### config.mk
export PLATFORM = sky130hd
export DESIGN_NAME = scoreboarded_register_file
export DESIGN_NICKNAME = d
export VERILOG_FILES = /design/src/rtl/scoreboarded_register_file.sv
export SDC_FILE = /design/constraint.sdc
export NUM_CORES = 1
export LEC_CHECK = 0
export CORE_MARGIN = 2
export CORE_UTILIZATION = 61
export CTS_CLUSTER_SIZE = 10
export DETAILED_ROUTE_END_ITERATION = 12
export PLACE_DENSITY = 0.83
export SETUP_SLACK_MARGIN = 0.2
export SLEW_MARGIN = 20
export SYNTH_ARGS = -nofsm -noshare
export SYNTH_HDL_FRONTEND = slang
export SYNTH_SLANG_ARGS = --single-unit
### constraint.sdc
create_clock -name clk -period 6.55 [get_ports clk]
set_input_delay 1.31 -clock clk [delete_from_list [all_inputs] [get_ports clk]]
set_output_delay 1.31 -clock clk [all_outputs]
set_load 0.05 [all_outputs]
### src/rtl/scoreboarded_register_file.sv
// scoreboarded_register_file
//   Multi-ported register file with a per-register busy (scoreboard) bit.
//   - Combinational reads on NUM_READ_PORTS ports, each reporting whether
//     its addressed register has a pending producer (busy).
//   - One general write port and one stack write port.
//     The stack write port only targets register 0 and wins over the general port.
//   - A reserve port marks a register busy. A write to a register clears its
//     busy bit, unless the same register is reserved in the same cycle.
//   - busy_count is a registered population count of the busy bits.
//   Optional feature: define RF_WRITE_BYPASS_EN to forward same-cycle write
//   data, and the write's busy clear, to the read ports.
module scoreboarded_register_file #(
  parameter int ADDR_WIDTH_RF  = 3,
  parameter int DATA_WIDTH     = 16,
  parameter int NUM_READ_PORTS = 2
) (
  input  logic                                 clk,
  input  logic                                 reset,
  input  logic [NUM_READ_PORTS*ADDR_WIDTH_RF-1:0] read_address,
  output logic [NUM_READ_PORTS*DATA_WIDTH-1:0]    read_data,
  output logic [NUM_READ_PORTS-1:0]               read_ready,
  input  logic                                 general_register_write_enable,
  input  logic [ADDR_WIDTH_RF-1:0]             general_register_write_address,
  input  logic [DATA_WIDTH-1:0]                general_register_write_data,
  input  logic                                 stack_write_enable,
  input  logic [DATA_WIDTH-1:0]                stack_register_write_data,
  input  logic                                 reserve_enable,
  input  logic [ADDR_WIDTH_RF-1:0]             reserve_address,
  output logic [ADDR_WIDTH_RF:0]               busy_count
);

  localparam int NUM_REGS = 1 << ADDR_WIDTH_RF;
  localparam int CNT_W    = ADDR_WIDTH_RF + 1;

  logic [DATA_WIDTH-1:0] regs_q [NUM_REGS];
  logic [DATA_WIDTH-1:0] regs_d [NUM_REGS];
  logic [NUM_REGS-1:0]   busy_q;
  logic [NUM_REGS-1:0]   busy_d;
  logic [CNT_W-1:0]      busy_count_q;
  logic [CNT_W-1:0]      busy_count_d;
  logic [ADDR_WIDTH_RF-1:0] rd_addr;

  // Next register/busy state.
  // Ordering: the general write first, then the stack write overrides
  // register 0, then a reserve re-sets busy. The reserve re-set means a new
  // producer wins over a write's clear.
  always_comb begin
    // NOTE: combinational blocks use blocking '=' and assign every output a
    // default first, so later statements override earlier ones and no latch
    // is inferred.
    regs_d = regs_q;
    busy_d = busy_q;
    if (general_register_write_enable) begin
      regs_d[general_register_write_address] = general_register_write_data;
      busy_d[general_register_write_address] = 1'b0;
    end
    if (stack_write_enable) begin
      regs_d[0] = stack_register_write_data;
      busy_d[0] = 1'b0;
    end
    if (reserve_enable) begin
      busy_d[reserve_address] = 1'b1;
    end
    busy_count_d = '0;
    for (int i = 0; i < NUM_REGS; i++) begin
      busy_count_d = busy_count_d + {{(CNT_W-1){1'b0}}, busy_d[i]};
    end
  end

  // State registers. Synchronous reset has priority over any write or reserve.
  always_ff @(posedge clk) begin
    // NOTE: sequential blocks use non-blocking '<=' so every flop samples its
    // pre-edge inputs. The register array is reset here as well, because
    // reads must return 0 immediately after reset.
    if (reset) begin
      for (int i = 0; i < NUM_REGS; i++) begin
        regs_q[i] <= '0;
      end
      busy_q       <= '0;
      busy_count_q <= '0;
    end else begin
      regs_q       <= regs_d;
      busy_q       <= busy_d;
      busy_count_q <= busy_count_d;
    end
  end

  assign busy_count = busy_count_q;

  // Read ports.
  // Data and readiness come from registered state, with optional same-cycle
  // write forwarding.
  always_comb begin
    read_data  = '0;
    read_ready = '0;
    rd_addr    = '0;
    for (int p = 0; p < NUM_READ_PORTS; p++) begin
      rd_addr = read_address[p*ADDR_WIDTH_RF +: ADDR_WIDTH_RF];
      read_data[p*DATA_WIDTH +: DATA_WIDTH] = regs_q[rd_addr];
      read_ready[p] = ~busy_q[rd_addr];
`ifdef RF_WRITE_BYPASS_EN
      // A matching write is treated as having already cleared busy.
      // A reserve in the same cycle is not visible until the next edge.
      if (general_register_write_enable &&
          (rd_addr == general_register_write_address)) begin
        read_data[p*DATA_WIDTH +: DATA_WIDTH] = general_register_write_data;
        read_ready[p] = 1'b1;
      end
      if (stack_write_enable && (rd_addr == '0)) begin
        read_data[p*DATA_WIDTH +: DATA_WIDTH] = stack_register_write_data;
        read_ready[p] = 1'b1;
      end
`endif
    end
  end

endmodule

==> Flow_metrics.wiki, run 1 <==
{| class="wikitable"
! Metric !! Value
|-
| Global routing usage summed across all routing layers || between 30% and 40%
|-
| Area of the die || 13140 um2
|-
| Clock tree from TritonCTS || built
|-
| Primary flip-flop cell chosen by synthesis mapping || sky130_fd_sc_hd__dfxtp_1
|-
| Cell occurring most often along the worst timing path || sky130_fd_sc_hd__clkdlybuf4s50_1
|-
| Most used standard cell by instance count after synthesis || sky130_fd_sc_hd__nand2_1
|-
| Crit. Startpoint || read_address[4]
|-
| Number of enable-type register cells in the synthesized netlist || 0
|-
| Number of H-tree branching levels || 4
|-
| IO Pins || between 80 and 90
|-
| Post-synthesis cell type count || 37
|-
| Capturing element of the worst setup path || read_ready[1]
|-
| Crit path DAT || between 4 and 5 ns
|-
| Number of instances in the placed design || 949
|-
| Number of nets still failing antenna checks after routing || 0
|-
| Final Net Count || 877
|-
| Number of design rule violations left after detail routing || 0
|-
| Kind of launch point of the worst setup path || input pin
|-
| Master of the slowest instance on the critical path || sky130_fd_sc_hd__clkdlybuf4s50_1
|-
| Antenna violations before repair || 0
|-
| Placement Rows || 40
|-
| Die boundary height || approximately 110 um
|-
| Port Buf Inserts || 86
|-
| Fmax || approximately 190 MHz
|-
| Worst R2R Path Depth || 12
|-
| Via count of the routed design || around 6700
|-
| DPL Wire Length || 13920 um
|-
| Final standard cell area without fillers || 8845 um2
|-
| Sum of negative setup slack || 0 ns
|-
| Type of destination of the critical path || primary output
|-
| Fraction of the cycle the final worst path needs || just over 80%
|-
| Yosys warnings || 0
|-
| Setup repair bufs after CTS || 0
|-
| Final setup viols || 0
|-
| IR drop worst, VDD || 0.1444 mV
|-
| Iter 0 DRT Violations || approximately 900
|-
| Hold bufs inserted after CTS || 0
|-
| # Max-Cap Violations || 0
|-
| Async SR Flop Fraction || 0%
|-
| Multi-input gate area || 4167 um2
|-
| Clock period minus worst slack || 5.362 ns
|-
| Tightest slew margin relative to the limit || 21.87%
|-
| Initial cell density of the core || a little over three fifths
|-
| Largest net degree at the start of global routing || 73
|-
| Total wirelength of the detailed-routed design || around 23000 um
|-
| Power Density || 250.0 nW/um2
|-
| Average via count per standard cell || 6.861
|-
| Number of fillers in the final layout || 775
|-
| Total nets after synthesis || 842
|-
| Final instance count without filler cells || 980
|-
| Largest stage delay on the critical path || 1.00 ns
|-
| Number of global-route vias before repair || 6786
|-
| Worst Setup Path Type || in2out
|-
| Seq. cell area || 2803 um2
|-
| Most area-consuming cells after synthesis || sky130_fd_sc_hd__dfxtp_1 (38%), sky130_fd_sc_hd__mux4_2 (21%), sky130_fd_sc_hd__nand2_1 (11%)
|-
| Proportion of synthesized chip area in sequential cells || 37.55%
|-
| Endpoint of the lowest-slack register-to-register path || busy_count[2]
|-
| Clk sink count || 140
|-
| Wire per inst || 23.23 um
|-
| Count of TritonRoute iterations in the first routing pass || 6
|-
| Cell at the root of the clock tree || sky130_fd_sc_hd__clkbuf_16
|-
| Clk Latency, worst-skew pair || 0.42 ns
|-
| Last weighted congestion value of the routability-driven placer || 0.9339
|-
| Top fanout value on the critical path || 13
|-
| Clock transition at the registers of the reported paths || 0.06 ns
|-
| Leading area contributor after synthesis || sky130_fd_sc_hd__dfxtp_1
|-
| Worst EP required || 5.24 ns
|-
| Fraction of final layout cells with drive strength greater than 1 || 20.05%
|-
| Maximum count of clock buffers along a single path || 2
|-
| Cells traversed along the worst timing path || clkdlybuf4s50_1 -> buf_4 -> mux4_2 -> mux2i_1 -> clkdlybuf4s50_1
|-
| Wire length of the first global-routing pass || 35030 um
|-
| Post-cts sizing count || 0
|-
| Maximum clock skew at final layout || 0.008948 ns
|-
| Post-synthesis sequential element count || 140
|-
| Final count of hold timing violations || 0
|-
| Area inside the core boundary || 11960 um2
|-
| Final Util || 73.94%
|-
| Cell area after technology mapping || ~7500 um2
|-
| Overflow left after global routing || 0
|-
| Final count of pins violating max slew || 0
|-
| Status || finished, final reports clean
|-
| Number of buffers created by CTS || 17
|-
| Area growth syn-to-layout || 18.49%
|-
| Mean instance size in the synthesized netlist || 9.497 um2
|-
| Top cells by count, synth || sky130_fd_sc_hd__nand2_1 (224), sky130_fd_sc_hd__dfxtp_1 (140), sky130_fd_sc_hd__a21oi_1 (114)
|-
| Placed instance area || 8235 um2
|-
| Post-Syn Instances || between 700 and 800
|-
| Leakage || about 0.0031 uW
|-
| Hold/Removal Path Class || reg2reg
|-
| Number of inserted diodes || 0
|-
| Worst slew pin tran || 1.168 ns
|-
| R2R Setup Slk || 3.10 ns
|-
| Share of Yosys cell area claimed by the top area cell type || a little under two fifths
|-
| Die X || 114.6 um
|-
| RR Startpoint || busy_q[0]
|-
| RSZ-0062 raised after global routing || no
|}
-- per-layer routing --
layer	wire length, um	vias to the layer above	GRT usage [%]
met2	10670	546	56.06
met5	0	-	0
met4	1355	0	20.98
met3	2826	145	8.788
li1	-	2844	-
met1	7919	3189	44.74
-- cell type report --
class                           count  area share, %
Clock buffer                       19          5.008
Clock inverter                     12          1.938
Inverter                           23         0.9761
Multi-Input combinational cell    536          47.11
Sequential cell                   140          31.69
Tap cell                          147          2.079
Timing Repair Buffer              103          11.20
-- power breakdown --
part	switching (uW)	internal, uW	leakage, uW	total [uW]
combinational	177	127	0.00163	304
sequential	20.7	878	0.00114	899
clock	367	642	0.000295	1010
total	564	1650	0.00306	2210
-- through the flow --
step	power [uW]	setup slack, ns	hold WS, ns
after floorplan	1115	2.117	0.4429
after global placement	1201	1.264	0.4490
after detailed placement	1211	1.257	0.4570
after CTS	2202	1.240	0.4699
after global routing	2260	1.161	0.4921
final	2212	1.188	0.4706
-- how the worst min path moves through the flow --
stage	start	end	slack, ns	cells past startpoint
detailed placement	regs_q[85]	regs_q[85]	0.46	2
finish	regs_q[104]	regs_q[104]	0.47	2
global placement	regs_q[44]	regs_q[44]	0.45	2
global route	regs_q[104]	regs_q[104]	0.49	2
floorplan	regs_q[47]	regs_q[47]	0.44	2
CTS	regs_q[85]	regs_q[85]	0.47	2
-- placed cells by master (no fill, tap or decap), types with 2 or more instances in the layout --
cell type                         count
sky130_fd_sc_hd__nand4b_1             3
sky130_fd_sc_hd__bufinv_16            4
sky130_fd_sc_hd__nor2b_1             10
sky130_fd_sc_hd__a2111oi_1            6
sky130_fd_sc_hd__mux4_2              68
sky130_fd_sc_hd__clkbuf_16           17
sky130_fd_sc_hd__dfxtp_1            140
sky130_fd_sc_hd__nand4bb_1            3
sky130_fd_sc_hd__a21oi_1            114
sky130_fd_sc_hd__clkinvlp_4           3
sky130_fd_sc_hd__a2111oi_2           10
sky130_fd_sc_hd__fa_1                 4
sky130_fd_sc_hd__mux2i_1              2
sky130_fd_sc_hd__buf_4               16
sky130_fd_sc_hd__and4b_1              3
sky130_fd_sc_hd__nor2_1               4
sky130_fd_sc_hd__buf_2                4
sky130_fd_sc_hd__nand2_1            224
sky130_fd_sc_hd__clkdlybuf4s50_1     81
sky130_fd_sc_hd__a32o_1               3
sky130_fd_sc_hd__clkinv_2             4
sky130_fd_sc_hd__ha_1                 3
sky130_fd_sc_hd__inv_1               23
sky130_fd_sc_hd__and4_1               2
sky130_fd_sc_hd__buf_12               2
sky130_fd_sc_hd__and4bb_2             2
sky130_fd_sc_hd__mux2_2              32
sky130_fd_sc_hd__nor3_1              32
-- cells by family after synthesis --
group / Yosys count / synth area share (%)
xor gates and xnor gates: 1 / 0.1174
buffers and inverters: 110 / 6.721
DFF: 140 / 37.55
muxes: 102 / 25.61
AOI/OAI and AO/OA: 137 / 11.31
and+or+nand+nor: 289 / 17.11
adders and majority gates: 7 / 1.576
-- sequential cells by signal, indices dropped and copies added, names as in the netlist --
signal / count
busy_count: 4
regs_q: 128
busy_q: 8
-- worst max-delay path, delay by kind of cell --
family / cells / cell delay [ns]
buffers and inverters: 3 / 2.22
multiplexers: 2 / 0.51
Power figures use the tool's default switching activity.
==> run 2, diff against run 1 <==
Settings changed: CORE_UTILIZATION 61 to 51, PLACE_DENSITY 0.83 to 0.74.
Clock period 6.55 ns to 4.53 ns, I/O delays scaled along.
==> Flow_metrics.wiki, run 2 (synthesis gave the netlist of run 1 again) <==
{| class="wikitable"
! Metric !! Value
|-
| Status || finished, final reports clean (unchanged)
|-
| IO Pins || 87 (unchanged)
|-
| Clk sink count || 140 (unchanged)
|-
| Number of design rule violations left after detail routing || 0 (unchanged)
|-
| Global routing usage summed across all routing layers || 29.05% (was 35.64%)
|-
| Final count of pins violating max slew || 0 (unchanged)
|-
| Count of TritonRoute iterations in the first routing pass || 6 (unchanged)
|-
| Overflow left after global routing || 0 (unchanged)
|-
| Clock period minus worst slack || approximately 4.1 ns
|-
| Clock transition at the registers of the reported paths || 0.06 ns (about the same)
|-
| Worst Setup Path Type || in2reg (was in2out)
|-
| Tightest slew margin relative to the limit || 33.15% (was 21.87%)
|-
| Worst EP required || 4.84 ns (was 5.24 ns)
|-
| Number of inserted diodes || 0 (unchanged)
|-
| Int Power || 2456 uW (was 1647 uW)
|-
| Largest net degree at the start of global routing || 80 (was 73)
|-
| Die X || 125.0 um (was 114.6 um)
|-
| Relative contribution of combinational cells to total power || 13.5% (was 13.7%)
|-
| DPL Wire Length || 13840 um (was 13920 um)
|-
| Worst slew pin tran || 1.002 ns (was 1.168 ns)
|-
| Placed instance area || 8297 um2 (was 8235 um2)
|-
| Number of H-tree branching levels || 4 (unchanged)
|-
| Wire per inst || 21.89 um (was 23.23 um)
|-
| IR drop worst, VDD || 0.2904 mV (was 0.1444 mV)
|-
| Kind of launch point of the worst setup path || input pin (unchanged)
|-
| Last weighted congestion value of the routability-driven placer || 0.8161 (was 0.9339)
|-
| Hold/Removal Path Class || reg2reg (unchanged)
|-
| Final Net Count || 887 (was 877)
|-
| Average via count per standard cell || 6.343 (was 6.861)
|-
| Area of the die || 15620 um2 (was 13140 um2)
|-
| Maximum clock skew at final layout || 0.003339 ns (was 0.008948 ns)
|-
| Highest-count cells in the layout ignoring fill and taps || sky130_fd_sc_hd__nand2_1 (224), sky130_fd_sc_hd__dfxtp_1 (140), sky130_fd_sc_hd__a21oi_1 (114), sky130_fd_sc_hd__mux4_2 (68), sky130_fd_sc_hd__buf_4 (58) (was sky130_fd_sc_hd__nand2_1 (224), sky130_fd_sc_hd__dfxtp_1 (140), sky130_fd_sc_hd__a21oi_1 (114), sky130_fd_sc_hd__clkdlybuf4s50_1 (81), sky130_fd_sc_hd__mux4_2 (68))
|-
| Number of instances in the placed design || 996 (was 949)
|-
| Power Density || 365.7 nW/um2 (was 250.0 nW/um2)
|-
| Antenna violations before repair || 0 (unchanged)
|-
| Area growth syn-to-layout || 19.85% (was 18.49%)
|-
| Final count of hold timing violations || 0 (unchanged)
|-
| Leakage || 0.003201 uW (was 0.003062 uW)
|-
| Wire length of the first global-routing pass || 34990 um (was 35030 um)
|-
| Relative contribution of sequential cells to total power || 39.7% (was 40.6%)
|-
| Fraction of final layout cells with drive strength greater than 1 || 25.00% (was 20.05%)
|-
| Number of nets still failing antenna checks after routing || 0 (unchanged)
|-
| Cells traversed along the worst timing path || clkdlybuf4s50_1 -> or3b_2 -> o32ai_1 -> fa_1 -> fa_1 -> inv_1 -> fa_1 -> inv_1 -> ha_1 -> inv_1 -> fa_1 -> xor2_1 -> nor2_1 (was clkdlybuf4s50_1 -> buf_4 -> mux4_2 -> mux2i_1 -> clkdlybuf4s50_1)
|-
| Type of destination of the critical path || flip-flop (was primary output)
|-
| Net load switching power || 815.7 uW (was 564.4 uW)
|-
| Largest register by flop count || regs_q (unchanged)
|-
| Placement Rows || 44 (was 40)
|-
| Hold bufs inserted after CTS || 0 (unchanged)
|-
| Maximum count of clock buffers along a single path || 2 (unchanged)
|-
| Clock tree from TritonCTS || built (unchanged)
|-
| Final standard cell area without fillers || 8946 um2 (was 8845 um2)
|-
| Post-cts sizing count || 0 (unchanged)
|-
| Flip-flop count of the largest register after layout || 128 (unchanged)
|-
| Crit path DAT || 4.45 ns (was 4.05 ns)
|-
| Total wirelength of the detailed-routed design || 22510 um (was 22770 um)
|-
| Final instance count without filler cells || 1028 (was 980)
|-
| RSZ-0062 raised after global routing || no (unchanged)
|-
| Setup repair bufs after CTS || 0 (unchanged)
|-
| Clk Latency, worst-skew pair || 0.43 ns (was 0.42 ns)
|-
| Fraction of the cycle the final worst path needs || 91.43%
|-
| Final setup viols || 0 (unchanged)
|-
| Net switching share of the total power || 24.93% (was 25.52%)
|-
| Cell occurring most often along the worst timing path || sky130_fd_sc_hd__fa_1 (was sky130_fd_sc_hd__clkdlybuf4s50_1)
|-
| Largest stage delay on the critical path || 0.52 ns (was 1.00 ns)
|-
| Iter 0 DRT Violations || 574 (was 924)
|-
| Area inside the core boundary || 14420 um2 (was 11960 um2)
|-
| Via count of the routed design || 6521 (was 6724)
|-
| Initial cell density of the core || 51.75% (was 62.41%)
|-
| Number of buffers created by CTS || 17 (unchanged)
|-
| # Max-Cap Violations || 0 (unchanged)
|-
| Die boundary height || 125.0 um (was 114.6 um)
|-
| Master of the slowest instance on the critical path || sky130_fd_sc_hd__fa_1 (was sky130_fd_sc_hd__clkdlybuf4s50_1)
|-
| Fmax || between 200 and 250 MHz
|-
| Clock power share || 46.8% (was 45.6%)
|-
| Most common library cell in the layout ignoring fill and taps || sky130_fd_sc_hd__nand2_1 (unchanged)
|-
| Number of global-route vias before repair || 6561 (was 6786)
|-
| Cell at the root of the clock tree || sky130_fd_sc_hd__clkbuf_16 (unchanged)
|-
| Port Buf Inserts || 86 (unchanged)
|-
| Top fanout value on the critical path || 2 (was 13)
|}
-- run 2: area by class of cell --
class | count | area [um2]
tap | 184 | 230.2
clock inverter | 12 | 192.7
sequential | 140 | 2803
fill | 1140 | 5478
timing repair buffer | 113 | 1011
multi-input combinational | 536 | 4167
inverter | 23 | 86.33
clock buffer | 20 | 456.7
-- run 2: critical path: cells and delay by family --
kind | cells | cell delay [ns]
and+or+nand+nor | 2 | 0.52
AOI/OAI and AO/OA | 1 | 0.25
buffers and inverters | 4 | 0.66
adders and majority gates | 5 | 1.99
xor gates and xnor gates | 1 | 0.13
-- run 2: worst paths after layout --
kind / start / endpoint / slack (ns) / cells after the start
hold / removal: regs_q[81] / regs_q[81] / 0.46 / 2
setup reg to reg: busy_q[0] / busy_count[2] / 1.21 / 12
setup / recovery: reserve_enable / busy_count[2] / 0.39 / 13
hold reg to reg: regs_q[81] / regs_q[81] / 0.46 / 2
-- run 2: power groups by stage --
| stage | sequential, uW | clock [uW] | combinational [uW] |
|---|---|---|---|
| global placement | 1320 | 0 | 430 |
| finish | 1300 | 1530 | 443 |
| detailed placement | 1320 | 0 | 438 |
| CTS | 1300 | 1540 | 441 |
| floorplan | 1320 | 0 | 288 |
| global route | 1300 | 1600 | 469 |
-- run 2: stage by stage --
step                      power [uW]  setup WS (ns)   TNS [ns]  utilization, %  hold slack [ns]
final                           3271         0.3881          0           62.02           0.4632
after detailed placement        1759       -0.07000    -0.1101           57.52           0.4581
after global placement          1749      -0.008258  -0.008258           57.52           0.4480
after floorplan                 1613         0.5012          0               -           0.4429
after global routing            3367         0.2337          0           62.02           0.4824
after CTS                       3275         0.3817          0           62.02           0.4657
-- run 2: routing by layer --
metal | track usage (%) | share of wire, %
met2 | 47.22 | 48
met5 | 0 | 0
met3 | 5.691 | 8.8
met1 | 36.31 | 39
met4 | 16.73 | 4.5
==> run 3, diff against run 2 <==
Settings changed: GPL_ROUTABILITY_DRIVEN set to 0.
==> results of run 3 <==
Same layout as run 2: the final DEF is identical, and so are final timing and power.
